$ cat config.mk
export PLATFORM = sky130hd
export DESIGN_NAME = br_multiport_flat
export DESIGN_NICKNAME = d
export VERILOG_FILES = /design/src/rtl/br_multiport_if.sv /design/src/rtl/br_multiport.sv /design/src/flat_wrapper.sv
export SDC_FILE = /design/constraint.sdc
export NUM_CORES = 2
export LEC_CHECK = 0
export CORE_AREA = 5 5 455 457
export CTS_BUF_LIST = sky130_fd_sc_hd__clkbuf_2 sky130_fd_sc_hd__clkbuf_4 sky130_fd_sc_hd__clkbuf_8
export DETAILED_ROUTE_END_ITERATION = 10
export DIE_AREA = 0 0 460 462
export PLACE_DENSITY_LB_ADDON = 0.12
export SYNTH_ARGS = -nofsm -noshare
export SYNTH_HDL_FRONTEND = slang
export SYNTH_SLANG_ARGS = --single-unit
$ cat constraint.sdc
create_clock -name clk -period 4.4 [get_ports clk]
set_input_delay 0.66 -clock clk [delete_from_list [all_inputs] [get_ports clk]]
set_output_delay 0.66 -clock clk [all_outputs]
set_load 0.02 [all_outputs]
$ cat src/rtl/br_multiport_if.sv
// br_multiport_if: bundles the write-back lanes, read ports and status of br_multiport.
// Latency: none; this is a plain signal bundle.
// Backpressure: none; busy is the only flow indication (writes dropped while it is high).
// Ports: master drives clear_req/write lanes/read addresses; slave drives read data, busy, wr_conflict.
interface br_multiport_if #(
    parameter int DATA_W = 32,
    parameter int ADDR_W = 5
);
    logic              clear_req;
    logic              we0;
    logic [ADDR_W-1:0] aw0;
    logic [DATA_W-1:0] dw0;
    logic              we1;
    logic [ADDR_W-1:0] aw1;
    logic [DATA_W-1:0] dw1;
    logic [ADDR_W-1:0] ar1;
    logic [ADDR_W-1:0] ar2;
    logic [DATA_W-1:0] dr1;
    logic [DATA_W-1:0] dr2;
    logic              busy;
    logic              wr_conflict;

    modport master (
        output clear_req, we0, aw0, dw0, we1, aw1, dw1, ar1, ar2,
        input  dr1, dr2, busy, wr_conflict
    );

    modport slave (
        input  clear_req, we0, aw0, dw0, we1, aw1, dw1, ar1, ar2,
        output dr1, dr2, busy, wr_conflict
    );
endinterface

$ cat src/rtl/br_multiport.sv
// br_multiport: two-write/two-read register bank with hard-wired zero entry, write bypass and clear sweep.
// Latency: reads are combinational (0 cycles); writes land in the array on the next rising edge.
// Backpressure: none; while busy (clear sweep) writes are discarded and both read ports return 0.
// Ports: clk, rst_n (async active-low), bus (slave modport of br_multiport_if: write lanes 0/1,
//        read ports 1/2, clear_req, busy, wr_conflict).
module br_multiport #(
    parameter int DATA_W   = 32,
    parameter int ADDR_W   = 5,
    parameter int ZERO_REG = 1,
    parameter int BYPASS   = 1
) (
    input  logic          clk,
    input  logic          rst_n,
    br_multiport_if.slave bus
);
    localparam int DEPTH = 1 << ADDR_W;

    typedef enum logic {
        S_CLEAR = 1'b0,
        S_IDLE  = 1'b1
    } state_t;

    state_t            r_state;
    state_t            w_state_nxt;
    logic [ADDR_W-1:0] r_clr_cnt;
    logic [ADDR_W-1:0] w_clr_cnt_nxt;
    logic              r_wr_conflict;
    logic [DATA_W-1:0] r_mem [DEPTH];

    logic w_busy;
    logic w_eff0;
    logic w_eff1;
    logic w_commit;
    logic w_conflict_nxt;

    assign w_busy = (r_state == S_CLEAR);

    // A lane aimed at the hard-wired zero entry is not effective: it neither stores nor bypasses.
    assign w_eff0 = bus.we0 && !((ZERO_REG != 0) && (bus.aw0 == '0));
    assign w_eff1 = bus.we1 && !((ZERO_REG != 0) && (bus.aw1 == '0));

    // Writes commit only in IDLE, and not on the edge that launches a clear sweep.
    assign w_commit       = !w_busy && !bus.clear_req;
    assign w_conflict_nxt = w_commit && w_eff0 && w_eff1 && (bus.aw0 == bus.aw1);

    always_comb begin
        w_state_nxt   = r_state;
        w_clr_cnt_nxt = r_clr_cnt;
        case (r_state)
            S_CLEAR: begin
                // Counter wraps to 0 on the edge that clears the last entry.
                w_clr_cnt_nxt = r_clr_cnt + 1'b1;
                if (&r_clr_cnt) begin
                    w_state_nxt = S_IDLE;
                end
            end
            S_IDLE: begin
                if (bus.clear_req) begin
                    w_state_nxt   = S_CLEAR;
                    w_clr_cnt_nxt = '0;
                end
            end
            default: begin
                w_state_nxt   = S_CLEAR;
                w_clr_cnt_nxt = '0;
            end
        endcase
    end

    always_ff @(posedge clk or negedge rst_n) begin
        if (!rst_n) begin
            r_state       <= S_CLEAR;
            r_clr_cnt     <= '0;
            r_wr_conflict <= 1'b0;
        end else begin
            r_state       <= w_state_nxt;
            r_clr_cnt     <= w_clr_cnt_nxt;
            r_wr_conflict <= w_conflict_nxt;
        end
    end

    // Array has no reset; the sweep zeroes it. Held off while rst_n is low so reset leaves it untouched.
    always_ff @(posedge clk) begin
        if (rst_n) begin
            if (w_busy) begin
                r_mem[r_clr_cnt] <= '0;
            end else if (w_commit) begin
                if (w_eff0) begin
                    r_mem[bus.aw0] <= bus.dw0;
                end
                // Issued after lane 0 so lane 1 wins when both hit the same entry.
                if (w_eff1) begin
                    r_mem[bus.aw1] <= bus.dw1;
                end
            end
        end
    end

    // Read mux: zero (busy / zero entry) beats lane-1 bypass, which beats lane-0 bypass, then the array.
    function automatic logic [DATA_W-1:0] rd_sel(
        input logic [ADDR_W-1:0] a,
        input logic [DATA_W-1:0] stored,
        input logic              busy,
        input logic              eff0,
        input logic [ADDR_W-1:0] aw0,
        input logic [DATA_W-1:0] dw0,
        input logic              eff1,
        input logic [ADDR_W-1:0] aw1,
        input logic [DATA_W-1:0] dw1
    );
        logic [DATA_W-1:0] d;
        d = stored;
        if ((BYPASS != 0) && eff0 && (aw0 == a)) begin
            d = dw0;
        end
        if ((BYPASS != 0) && eff1 && (aw1 == a)) begin
            d = dw1;
        end
        if (busy || ((ZERO_REG != 0) && (a == '0))) begin
            d = '0;
        end
        return d;
    endfunction

    assign bus.dr1 = rd_sel(bus.ar1, r_mem[bus.ar1], w_busy, w_eff0, bus.aw0, bus.dw0,
                            w_eff1, bus.aw1, bus.dw1);
    assign bus.dr2 = rd_sel(bus.ar2, r_mem[bus.ar2], w_busy, w_eff0, bus.aw0, bus.dw0,
                            w_eff1, bus.aw1, bus.dw1);

    assign bus.busy        = w_busy;
    assign bus.wr_conflict = r_wr_conflict;
endmodule

$ cat src/flat_wrapper.sv
// flat-port wrapper written by rule: the top's interface ports become plain ports
module br_multiport_flat 
#(
    parameter int DATA_W   = 32,
    parameter int ADDR_W   = 5,
    parameter int ZERO_REG = 1,
    parameter int BYPASS   = 1
)
  (clk, rst_n, bus_clear_req, bus_we0, bus_aw0, bus_dw0, bus_we1, bus_aw1, bus_dw1, bus_ar1, bus_ar2, bus_dr1, bus_dr2, bus_busy, bus_wr_conflict);
  br_multiport_if #(.DATA_W(DATA_W), .ADDR_W(ADDR_W)) bus_i ();
  input  logic clk;
  input  logic rst_n;
  input wire logic [$bits(bus_i.clear_req)-1:0] bus_clear_req;
  input wire logic [$bits(bus_i.we0)-1:0] bus_we0;
  input wire logic [$bits(bus_i.aw0)-1:0] bus_aw0;
  input wire logic [$bits(bus_i.dw0)-1:0] bus_dw0;
  input wire logic [$bits(bus_i.we1)-1:0] bus_we1;
  input wire logic [$bits(bus_i.aw1)-1:0] bus_aw1;
  input wire logic [$bits(bus_i.dw1)-1:0] bus_dw1;
  input wire logic [$bits(bus_i.ar1)-1:0] bus_ar1;
  input wire logic [$bits(bus_i.ar2)-1:0] bus_ar2;
  output wire logic [$bits(bus_i.dr1)-1:0] bus_dr1;
  output wire logic [$bits(bus_i.dr2)-1:0] bus_dr2;
  output wire logic [$bits(bus_i.busy)-1:0] bus_busy;
  output wire logic [$bits(bus_i.wr_conflict)-1:0] bus_wr_conflict;
  assign bus_i.clear_req = bus_clear_req;
  assign bus_i.we0 = bus_we0;
  assign bus_i.aw0 = bus_aw0;
  assign bus_i.dw0 = bus_dw0;
  assign bus_i.we1 = bus_we1;
  assign bus_i.aw1 = bus_aw1;
  assign bus_i.dw1 = bus_dw1;
  assign bus_i.ar1 = bus_ar1;
  assign bus_i.ar2 = bus_ar2;
  assign bus_dr1 = bus_i.dr1;
  assign bus_dr2 = bus_i.dr2;
  assign bus_busy = bus_i.busy;
  assign bus_wr_conflict = bus_i.wr_conflict;
  br_multiport #(.DATA_W(DATA_W), .ADDR_W(ADDR_W), .ZERO_REG(ZERO_REG), .BYPASS(BYPASS)) u_core (.clk(clk), .rst_n(rst_n), .bus(bus_i));
endmodule
; After elaboration in Yosys (flattened, before gate mapping)
; Memories as Yosys holds them, arrays and structs flattened.
; Cells that the tools add are included.
[op_classes]
addsub = 1
eq_ne = 6
muxes = 27
n_bitwise = 1
reduce_logical = 21
[op_table]
columns = cell, count
row1 = 32-bit 2-to-1 mux, 7
row2 = 32-bit OR reduction, 1
row3 = 5-bit == test, 5
row4 = 5-bit zero test, 4
row5 = 1-bit 2-to-1 mux, 16
row6 = 1-bit logical AND, 10
row7 = 5-bit 2-to-1 mux, 2
row8 = 5-bit case mux with 2 select lines, 1
row9 = 5-bit by 1-bit adder with 5-bit output (second input constant), 1
row10 = 5-bit AND reduction, 1
row11 = 1-bit zero test, 3
row12 = 1-bit logical OR, 2
row13 = 2-bit != test (second input constant), 1
row14 = 1-bit case mux with 2 select lines, 1
row15 = 1-bit inverter, 1
[word_totals]
regBits = 7
ramBits = 1024
inputBits = 89
out_inout_bits = 66
word_cells = 60
memories = 1
[mem_list]
columns = name, depth, width, rd, rd_ports_with_merged_regs, write_ports, line_no
row1 = u_core.r_mem, 32, 32, 2, 0, 2, br_multiport.sv:28  ; logic [DATA_W-1:0] r_mem [DEPTH];

; Longest topological paths before layout
[logic_depth]
ltp_word = 10
ltp_mapped = 10
ltp_nobuf = 6

; Least setup slack after synthesis
; No wires, ideal clock.
[synth_path]
path_kind = input -> register
start = input bus_aw0[0]
end = memory u_core.r_mem[11][0], enable pin
setup_time_ns = 0.433
t_arrival_ns = 3.882
required_time_ns = 3.967
path_slack_ns = 0.086
path_stages = 7
n_path_buf = 2
path_cell_list = buf_2 -> or4_4 -> o2111a_1 -> buf_6 -> mux2i_4 -> nand3b_2 -> o22ai_1
[synth_lines]
columns = item, line_no
row1 = from (decl), flat_wrapper.sv:15  ; input wire logic [$bits(bus_i.aw0)-1:0] bus_aw0;
row2 = to (decl), br_multiport.sv:28

; Worst setup path after layout
[layout_path]
start = input bus_ar2[4]
end = output bus_dr2[22]
[layout_between]
elab_chain_cells = 5
elab_cells_between_ends = 10
cone_classes = 2 x eq/ne / 3 x mux / 4 x reduce/logical / 1 x memory
[layout_lines]
columns = item, line_no
row1 = from (decl), flat_wrapper.sv:21  ; input wire logic [$bits(bus_i.ar2)-1:0] bus_ar2;
row2 = "parallel branches: the longest is 4 deep, another holds memory 32 x 32 bit", -
row3 = 32-bit 2-to-1 mux *, br_multiport.sv:119  ; if (busy || ((ZERO_REG != 0) && (a == '0))) begin
row4 = to (decl), flat_wrapper.sv:23  ; output wire logic [$bits(bus_i.dr2)-1:0] bus_dr2;
; Mark *: on every way between the ends.

==> flow_metrics.tcl <==
set metrics [dict create \
    status "finished with violations" \
    violations "negative setup slack" \
    gp_congestion 0.849 \
    yosys.cell_types.count 59 \
    yosysSeqAreaShare_pct 51.3 \
    cts.sinks 1031 \
    numCtsBuffers 187 \
    required_ns 3.74 \
    num_vias 48900 \
    drv_cap 0 \
    antenna_found_initial 22 \
    setup_viol 1 \
    critical_path_class "input port to output port" \
    grt_use_total_pct 24.8 \
    drt_wl_total_mm 271 \
    path_buf_inv 4 \
    ant_nets 0 \
    cts_setup_buffers 0 \
    switching_share_pct 28.9 \
    clockPowerShare_pct 37.8 \
    clock_latency_ns 0.94 \
    synth-main-ff-cell "edfxtp_1" \
    tightest_slew_ns 0.872 \
    synth_adder_area_share_pct 0.0415 \
    dieArea_um2 213000 \
    power_mw 24.2 \
    io_buffers 154 \
    hpwl_mm 177 \
    crit_arrival_ns 3.76 \
    overflow 0 \
    seqPwrFrac_pct 46.6 \
    p_int_mw 17.2 \
    grt_max_degree 65 \
    crit_path_end_kind "output port" \
    max_stage_delay_ns 0.68 \
    synth_area_per_cell_um2 10.5 \
    rows 166 \
    post_drt_wl_per_cell_um 31.0 \
    fin_util_pct 35.8 \
    viasPerCell 5.61 \
    placed_cells 8387 \
    slew_headroom_pct 41.7 \
    synth_area_um2 60300 \
    crit_fanout 11 \
    power_switching_mw 7.00 \
    async_flop_share_pct 0.679 \
    p_comb_share_pct 15.5 \
    hold_path_class "input port to flop" \
    cts_tree "built" \
    hold_slack_ns 0.416 \
    cts.clk_slew.worst_paths_ns 0.06 \
    critPathTopFamily "buffers and inverters" \
    p_leak_nw 26.3 \
    fmax_ghz 0.226 \
    firstDrtPassIters 5 \
    clock_skew_ns 0.0269 \
    synth_compound_area_share_pct 15.5 \
    cp_slowest_cell "clkdlybuf4s50_1" \
    synth_fp_nets 5805 \
    power.density_nw_per_um2 334 \
    finalCritPeriodShare_pct 100 \
    layout_setup_ws_ns -0.0178 \
    ys_ff_latch 1031 \
    grt_pass1_wl_mm 374 \
    crit_chain "clkdlybuf4s50_1, buf_4, xnor2_1, nand3_1, nor4_1, nor2b_4, buf_4, a32o_1, clkdlybuf4s50_1" \
    grt_pass1_vias 47600 \
    clockRootBuffer "clkbuf_8" \
    syn_to_final_growth_pct 20.6 \
    final_nets 5980 \
    synth-simple-area-share_pct 9.90 \
    hold_viol_final 0 \
    drive_gt1_share_pct 18.3 \
    start_kind "input port" \
    rsz0062_at_grt "yes" \
    vdd_drop_max_mv 0.288 \
    cts_htree_levels 4 \
    cts.path.max_buffers 3 \
    finalMaxSlewViolations 0 \
    drt-initial-drc-count 5149 \
    fp.dieH_um 462 \
    synth-edff-count 1024 \
    initial_core_util_pct 29.7 \
    synth_xor_area_share_pct 0.392 \
    chipWidth_um 460 \
    yosysWarnings 0 \
    synthMuxAreaShare_pct 17.7 \
    io_pins 155 \
    core_um2 203000 \
    synth_top_family_by_area "multiplexers" \
    synthCells 5714 \
    fin_cells 8727 \
    drcViolationCount 0 \
    period_needed_ns 4.42 \
]
[per-layer routing]
layer | track usage, % | vias up | wire [µm]
li1 | - | 21800 | -
met1 | 34.1 | 24500 | 116000
met2 | 40.2 | 2233 | 125000
met3 | 4.51 | 428 | 21400
met4 | 6.94 | 8 | 7310
met5 | 0 | - | 53
[power groups by stage]
stage          Clock [mW]  Sequential, mW  Combinational (mW)
2_1_floorplan           0            11.5                1.72
3_3_place_gp            0            11.5                3.74
3_5_place_dp            0            11.5                3.75
4_1_cts              9.37            11.3                3.76
5_1_grt              9.81            11.3                3.90
6_report             9.17            11.3                3.76
[kinds of logic (layout without fill, tap and decap cells)]
family	count (synthesis)	count (layout)
AO/OA/AOI/OAI	1615	1615
AND/OR/NAND/NOR	1413	1413
flip-flops	1031	1031
XOR/XNOR	27	27
multiplexers	891	891
adder cells (fa/ha/maj)	2	2
other	0	7
buffers and inverters	735	1053
[through the flow]
stage / setup slack (ns) / area (µm²) / TNS (ns)
detailed placement: -0.270 / 68800 / -2.41
global route: -0.000620 / 72700 / -0.000673
finish: -0.0178 / 72700 / -0.0178
floorplan: 0.0856 / 60300 / 0
CTS: -0.00172 / 72500 / -0.00172
global placement: -0.237 / 68800 / -2.16
[what timing repair did]
item                                    CTS  global route
pin swaps                                 1             2
endpoints found under the setup margin   20            24
hold buffers                              1             0
gates cloned                              0             0
gates resized for setup                  28            30
endpoints found under the hold margin     7             0
[cell usage in the layout, fill, tap and decap left out, drive strengths merged, types with 13 or more instances in the layout]
cell,n
nand2b,71
mux4,138
o22ai,282
o21ai,1124
nand4,70
nand3,16
clkdlybuf4s50,113
xnor2,14
a32o,62
clkbuf,257
xor2,13
dlymetal6s2s,13
nor2,103
nand2,1053
buf,552
inv,46
a221oi,124
clkinv,64
edfxtp,1024
mux2i,753
nor3,68
[final cells by class]
cell class,instances,area [µm²]
sequential,1031,30900
clock inverter,75,439
antenna,7,17.5
clock buffer,257,3130
fill,20100,130000
tap,2688,3360
inverter,39,146
timing repair buffer,682,7530
multi-input combinational,3948,27100
[path summary, 6_finish.rpt]
| kind | slack (ns) | to | startpoint | cells after the start |
|---|---|---|---|---|
| min in group asynchronous | 0.56 | u_core.bus.wr_conflict$_DFF_PN0_ | rst_n | 3 |
| setup / recovery | -0.02 | bus_dr2[22] | bus_ar2[4] | 9 |
| max in group asynchronous | 3.66 | u_core.r_clr_cnt[4]$_DFFE_PN0P_ | rst_n | 3 |
| hold reg to reg | 0.60 | u_core.r_clr_cnt[0]$_DFFE_PN0P_ | u_core.r_clr_cnt[0]$_DFFE_PN0P_ | 2 |
| setup reg to reg | 1.11 | u_core.r_mem[5][28]$_DFFE_PP_ | u_core.r_state$_DFF_PN0_ | 7 |
| hold / removal | 0.42 | u_core.r_clr_cnt[3]$_DFFE_PN0P_ | bus_clear_req | 2 |
[sequential cells by signal, indices dropped and copies added, names as in the netlist]
| name | cells |
|---|---|
| u_core.r_clr_cnt | 5 |
| u_core.r_mem | 1024 |
| u_core.r_state | 1 |
| u_core.bus.wr_conflict | 1 |
[worst reg2reg max path: stages (launching register included)]
cell and delay [ns]:
dfrtp_1 0.68, nor2b_1 0.28, o2111a_2 0.43, mux2i_4 0.33
nand3_2 0.36, buf_4 0.31, o22ai_4 0.18, buf_4 0.35
[cell usage after synthesis, types with 2 or more instances]
master / n / area (µm²)
nor4_1: 3 / 18.8
a22oi_1: 2 / 15.0
xnor2_1: 14 / 123
buf_1: 33 / 124
mux4_2: 138 / 3110
a221oi_1: 124 / 1090
or3b_2: 2 / 17.5
clkbuf_1: 423 / 1590
dfrtp_1: 7 / 175
mux2i_1: 752 / 7530
ha_1: 2 / 25.0
a211o_1: 2 / 17.5
nand3b_1: 2 / 15.0
a21o_1: 2 / 15.0
nand2_1: 1052 / 3950
nor4_4: 2 / 42.5
o41ai_1: 2 / 17.5
xor2_1: 13 / 114
nor2_1: 84 / 315
nor2_2: 19 / 119
nor3_1: 68 / 340
nor2b_1: 7 / 43.8
nand4b_1: 2 / 17.5
inv_1: 39 / 146
o2111ai_1: 3 / 26.3
o21ai_0: 1119 / 5600
buf_6: 11 / 124
nand3_2: 2 / 20.0
clkbuf_2: 28 / 140
a32o_1: 62 / 621
o21ai_1: 4 / 20.0
or2_2: 4 / 25.0
edfxtp_1: 1024 / 30700
buf_2: 200 / 1000
and2_1: 2 / 12.5
nand4_1: 70 / 438
nand3_1: 14 / 70.1
nand2b_1: 71 / 444
o211ai_1: 2 / 15.0
o22ai_1: 282 / 1760
o21bai_1: 4 / 30.0
No activity file was read; power rests on OpenSTA's default activity.
